<file path="src/rtl/skid_buffer_reg.sv">
// Two-entry val/rdy skid buffer with every crossing signal registered.
// in_rdy depends only on state and reset, so out_rdy never reaches it combinationally.
module skid_buffer_reg #(
  parameter int unsigned p_nbits = 32
) (
  input  logic               clk,
  input  logic               reset,
  input  logic               in_val,
  output logic               in_rdy,
  input  logic [p_nbits-1:0] in_msg,
  output logic               out_val,
  input  logic               out_rdy,
  output logic [p_nbits-1:0] out_msg,
  output logic [1:0]         count
);

  localparam logic [1:0] EMPTY = 2'd0;
  localparam logic [1:0] ONE   = 2'd1;
  localparam logic [1:0] FULL  = 2'd2;

  logic [1:0]         state;
  logic [1:0]         state_next;
  logic [p_nbits-1:0] main_q;
  logic [p_nbits-1:0] main_next;
  logic [p_nbits-1:0] skid_q;
  logic [p_nbits-1:0] skid_next;
  logic               in_fire;
  logic               out_fire;

  assign out_val  = (state != EMPTY);
  assign in_rdy   = (state != FULL) && !reset;
  assign count    = state;
  assign out_msg  = main_q;
  assign in_fire  = in_val && in_rdy;
  assign out_fire = out_val && out_rdy;

  always_ff @(posedge clk or posedge reset) begin
    if (reset) begin
      state  <= EMPTY;
      main_q <= '0;
      skid_q <= '0;
    end else begin
      state  <= state_next;
      main_q <= main_next;
      skid_q <= skid_next;
    end
  end

  // Next-state and data-capture decode; the head only moves when it is consumed.
  always_comb begin
    state_next = state;
    main_next  = main_q;
    skid_next  = skid_q;
    case (state)
      EMPTY: begin
        if (in_fire) begin
          main_next  = in_msg;
          state_next = ONE;
        end
      end
      ONE: begin
        if (in_fire && out_fire) begin
          main_next = in_msg;
        end else if (in_fire) begin
          skid_next  = in_msg;
          state_next = FULL;
        end else if (out_fire) begin
          state_next = EMPTY;
        end
      end
      FULL: begin
        if (out_fire) begin
          main_next  = skid_q;
          state_next = ONE;
        end
      end
      default: state_next = EMPTY;
    endcase
  end

`ifndef SYNTHESIS
  a_state_legal: assert property (@(posedge clk) disable iff (reset) state != 2'd3);
  a_in_val_known: assert property (@(posedge clk) disable iff (reset) !$isunknown(in_val));
  a_out_rdy_known: assert property (@(posedge clk) disable iff (reset) !$isunknown(out_rdy));
`endif

endmodule

</file>
<file path="config.mk">
export PLATFORM = sky130hd
export DESIGN_NAME = skid_buffer_reg
export DESIGN_NICKNAME = d
export VERILOG_FILES = /design/src/rtl/skid_buffer_reg.sv
export SDC_FILE = /design/constraint.sdc
export NUM_CORES = 1
export LEC_CHECK = 0
export CORE_ASPECT_RATIO = 0.6
export CORE_MARGIN = 5
export CORE_UTILIZATION = 46
export CTS_BUF_LIST = sky130_fd_sc_hd__clkbuf_4
export CTS_CLUSTER_SIZE = 20
export DETAILED_ROUTE_END_ITERATION = 8
export HOLD_SLACK_MARGIN = 0.03
export PLACE_DENSITY = 0.8
export SYNTH_ARGS = -nofsm -noshare
export SYNTH_HDL_FRONTEND = slang
export SYNTH_SLANG_ARGS = --single-unit
export TNS_END_PERCENT = 50
</file>
<file path="constraint.sdc">
create_clock -name clk -period 2 [get_ports clk]
set_input_delay 0.4 -clock clk [delete_from_list [all_inputs] [get_ports clk]]
set_output_delay 0.4 -clock clk [all_outputs]
set_load 0.01 [all_outputs]
</file>
# Yosys cells after proc, flatten, opt, wreduce, memory -nomap -nowiden
# Index checks and enable logic that the tools add are counted.
[word_totals]
ram_bits = 0
in_bits = 36
reg_bits = 66
n_memories = 0
latch_bits = 0
mem_bits_ro = 0
[op_classes]
magnitude_cmp = 0
mul = 0
muxes = 10
shift = 0
bitwise_logic = 1
add_sub_neg = 0
n_eq_ne = 8
div = 0
reduce_logical = 11
[op_table]
columns = ["op", "n"]
rows = [
  ["two-way mux 32 bit", 3],
  ["one-hot mux 32 bit (3 select lines)", 1],
  ["two-way mux 2 bit", 5],
  ["inequality test 2 bit (second input constant)", 5],
  ["AND reduction 4 bit", 2],
  ["one-hot mux 2 bit (3 select lines)", 1],
  ["logical AND 1 bit", 4],
  ["inequality test 3 bit (second input constant)", 1],
  ["AND reduction 3 bit", 1],
  ["nonzero test 3 bit", 1],
  ["equality test 2 x 1 -> 1 bit (second input constant)", 1],
  ["equality test 2 bit (second input constant)", 1],
  ["zero test 2 bit", 1],
  ["nonzero test 2 bit", 1],
  ["zero test 1 bit", 1],
  ["inverter 1 bit", 1],
]

# Logic depth before layout (Yosys ltp)
# Gate-level depths: netlist of run 1.
[depth]
ltp_word = 6
ltp_mapped = 6
ltp_nobuf = 3

# Least setup slack after synthesis of run 1
# OpenSTA, ideal clock, no wires.
[synth_timing]
path_kind = "register to register"
start = "reg state[1] (netlist: count[1])"
end = "reg main_q[10] (netlist: out_msg[10])"
required_time_ns = 1.881
setup_time_ns = 0.119
path_stages_with_launch = 7
arrival_time_ns = 1.557
setup_slack_ns = 0.324
synth_period_minus_slack_ns = 1.676
path_buffers = 3
cell_sequence = "dfrtp_1 > buf_6 > or3b_1 > buf_6 > buf_6 > o32a_1 > o21a_1"
[synth_between]
elab_chain_len = 6
word_cells_on_any_way = 15
[synth_lines]
columns = ["element", "line_no", "text"]
rows = [
  ["start, declared", "21", "logic [1:0] state;"],
  ["start signal, assigned", "43", "state <= state_next;"],
  ["inequality test 2 bit", "31", "assign in_rdy = (state != FULL) && !reset;"],
  ["logical AND 1 bit", "31", ""],
  ["logical AND 1 bit", "34", "assign in_fire = in_val && in_rdy;"],
  ["logical AND 1 bit", "62", "if (in_fire && out_fire) begin"],
  ["inequality test 2 bit (no source line)", "n/a", ""],
  ["AND reduction 4 bit (no source line)", "n/a", ""],
  ["end signal, assigned", "44", "main_q <= main_next;"],
  ["end, declared", "23", "logic [p_nbits-1:0] main_q;"],
]
# Several ways; a longest one is shown, not always the timed one.
# A chain may end at the register's enable or synchronous reset.

# Worst setup path in the final report of run 1
[layout_timing]
start = "reg state[1] (netlist: count[1])"
end = "out count[1]"
[layout_lines]
columns = ["element", "line_no", "text"]
rows = [
  ["end, declared", "14", "output logic [1:0] count"],
]
# No word-level cell between the ends.

==> impl_metrics.ini, run 1 <==
[run_status]
status = finished clean

[finish]
syn_to_final_growth_pct = 35.1
final_nets = 311
final_design_area_no_fill_um2 = 3820
drive_gt1_frac = 0.246
antennaDiodeCount = 0

[clocking]
clock_path_buffers = 2
clockRootBuffer = clkbuf_4
clk_latency_ns = 0.41
numClockSinks = 66
cts_max_level = 3
clkTransAtPathRegs_ns = 0.10
cts_tree = yes
cts_buffers = 9

[power_and_ir_drop]
power_uw = 4070
ir_worst_vdd_v = 0.000502
leakagePower_uw = 0.00151
powerDensity_nw_per_um2 = 1070

[yosys]
post_synth.cell_area_avg_um2 = 14.5
synth-edff-count = 0
yosysSeqAreaShare = 0.584
syn-instance-count = 195
synth_top_area_frac = 0.584
ys_warn_count = 0
syn_nets = 231
synth_top_area_cell = dfrtp_1
synth-seq-cells = 66
synthDistinctLibCells = 21
syn_area_um2 = 2830
synth_most_common_cell = dfrtp_1
async_reset_ff_frac = 1.00
synth.cells.most_frequent = dfrtp_1, o21a_1, o32a_1
yosys_most_used_dff = dfrtp_1
yosys-top-cells-area = dfrtp_1, mux2_2, o32a_1, o21a_1, buf_6

[die]
num_rows = 22
chipWidth_um = 111
start_util = 0.469
io_pins = 72
die_h_um = 70.7
die-area_um2 = 7860
coreArea_um2 = 6030

[detailed_routing]
drt_iter0_drc = 112
wl_per_cell_um = 17.6
first_pass_iters = 4
met3RoutedLength_um = 490
drt_wl_total_um = 6400
drc = 0
highest_layer = met4
vias = 1984
wl_met1_um = 3040
routed_via_density = 5.45
met2RoutedLength_um = 2800
antenna_left = 0

[timing]
layout_min_cycle_time_ns = 1.87
period_share = 0.937
layout_setup_ws_ns = 0.126
setup_violations = 0
slew_headroom = 0.768
fin_setup_tns_ns = 0
hold_violations = 0
slew_viol_final = 0
clock.fmax_mhz = 534
rsz0062_at_grt = false
fin_skew_ns = 0.0191
tightest_slew_ns = 0.348

[setup_path]
worstPathRequired_ns = 1.60
cp_max_fo = 5
cp.arrival_ns = 1.47
slowest_stage = clkdlybuf4s50_1
reg2reg_slack_ns = 0.25
path_class = reg -> out
path_cells = buf_4, clkdlybuf4s50_1
start_kind = register
cp-end-kind = output pin
r2r_cells = 5
regToRegStartpoint = count[1]
reg2reg_to = out_msg[12]
crit_path_max_incr_delay_ns = 0.55

[job]
maxCapViolCount = 0

[min_path]
hold_path.class = reg -> reg
whs_path_depth = 1
min_to = skid_q[5]
hp-start = skid_q[5]

[place]
gp_congestion = 0.755
pre_cts_ws_ns = -0.0899
post_dp_cell_area_um2 = 3660
dp_hpwl_um = 4260
io_buffer_count = 71

[global_route]
grt_max_degree = 67
track_usage = 0.170
grt-ovfl-total = 0
first_global_vias = 2021
grt_pass1_wl_um = 10600
antenna_found_initial = 0
[cells in the final DEF (no fill, tap or decap), types with 2 or more instances in the layout]
| cell | synthesis | layout |
|---|---|---|
| mux2_1 | 2 | 2 |
| clkinvlp_4 | 0 | 2 |
| dfrtp_1 | 66 | 65 |
| buf_4 | 0 | 12 |
| clkinv_2 | 0 | 4 |
| o21a_1 | 32 | 32 |
| buf_12 | 0 | 4 |
| dlygate4sd2_1 | 0 | 2 |
| o32a_1 | 32 | 32 |
| clkbuf_4 | 0 | 10 |
| clkdlybuf4s50_1 | 0 | 69 |
| mux2_2 | 30 | 30 |
| inv_1 | 3 | 2 |
[area by class of cell]
type | count | area (µm²)
Clock buffer | 10 | 75.1
Clock inverter | 6 | 57.6
Fill cell | 466 | 2210
Inverter | 3 | 15.0
Multi-Input combinational cell | 108 | 1030
Sequential cell | 66 | 1650
Tap cell | 84 | 105
Timing Repair Buffer | 87 | 878
[repair_timing]
| item | 4_1_cts | 5_1_grt |
|---|---|---|
| gates resized for setup | 3 | 0 |
| endpoints found under the setup margin | 3 | 0 |
| setup buffers | 3 | 0 |
| hold buffers | 0 | 0 |
[kinds of logic after synthesis]
group,count (synthesis),synth area share
AO/OA/AOI/OAI,69,0.214
flip-flops,66,0.584
multiplexers,33,0.131
buffers and inverters,21,0.0509
AND/OR/NAND/NOR,6,0.0199
[worst max-delay path, delay by kind of cell (launching register included)]
kind,cells,cell delay (ns)
buf+inv,2,0.69
flops,1,0.39
[where the power goes]
part	leakage (µW)	internal (µW)	switching, µW
clock	0.0000759	387	465
sequential	0.000764	1770	245
combinational	0.000671	779	429
[worst max-delay path by stage]
stage                     slack, ns  startpoint          end  cells after the start
after floorplan                0.32    count[1]  out_msg[10]                      6
after global placement        -0.05       reset   skid_q[18]                      5
after detailed placement      -0.09       reset   skid_q[18]                      5
after CTS                      0.09    count[1]     count[1]                      2
after global routing           0.04    count[1]     count[1]                      2
final                          0.13    count[1]     count[1]                      2
[registers in the layout, indices dropped and copies added, names as in the netlist]
| name | cells |
|---|---|
| skid_q | 32 |
| count | 2 |
| out_msg | 32 |
[stage by stage]
stage,hold slack [ns],util,instances
6_report,0.497,0.633,364
5_1_grt,0.516,0.633,364
4_1_cts,0.500,0.633,364
3_5_place_dp,0.477,0.608,345
3_3_place_gp,0.471,0.608,345
2_1_floorplan,0.459,-,195
[routing by layer]
metal / vias up / track usage
li1: 916 / -
met1: 993 / 0.238
met2: 66 / 0.243
met3: 9 / 0.0667
met4: 0 / 0.0526
met5: - / 0
No activity file was read; power rests on OpenSTA's default activity.
==> run 2: changes to the inputs <==
--- a/config.mk
+++ b/config.mk
@@ -5,6 +5,7 @@
 export SDC_FILE = /design/constraint.sdc
 export NUM_CORES = 1
 export LEC_CHECK = 0
+export CAP_MARGIN = 30
 export CORE_ASPECT_RATIO = 0.6
 export CORE_MARGIN = 5
 export CORE_UTILIZATION = 46
==> results of run 2 <==
Final layout, timing and power as in run 1 (identical DEF).
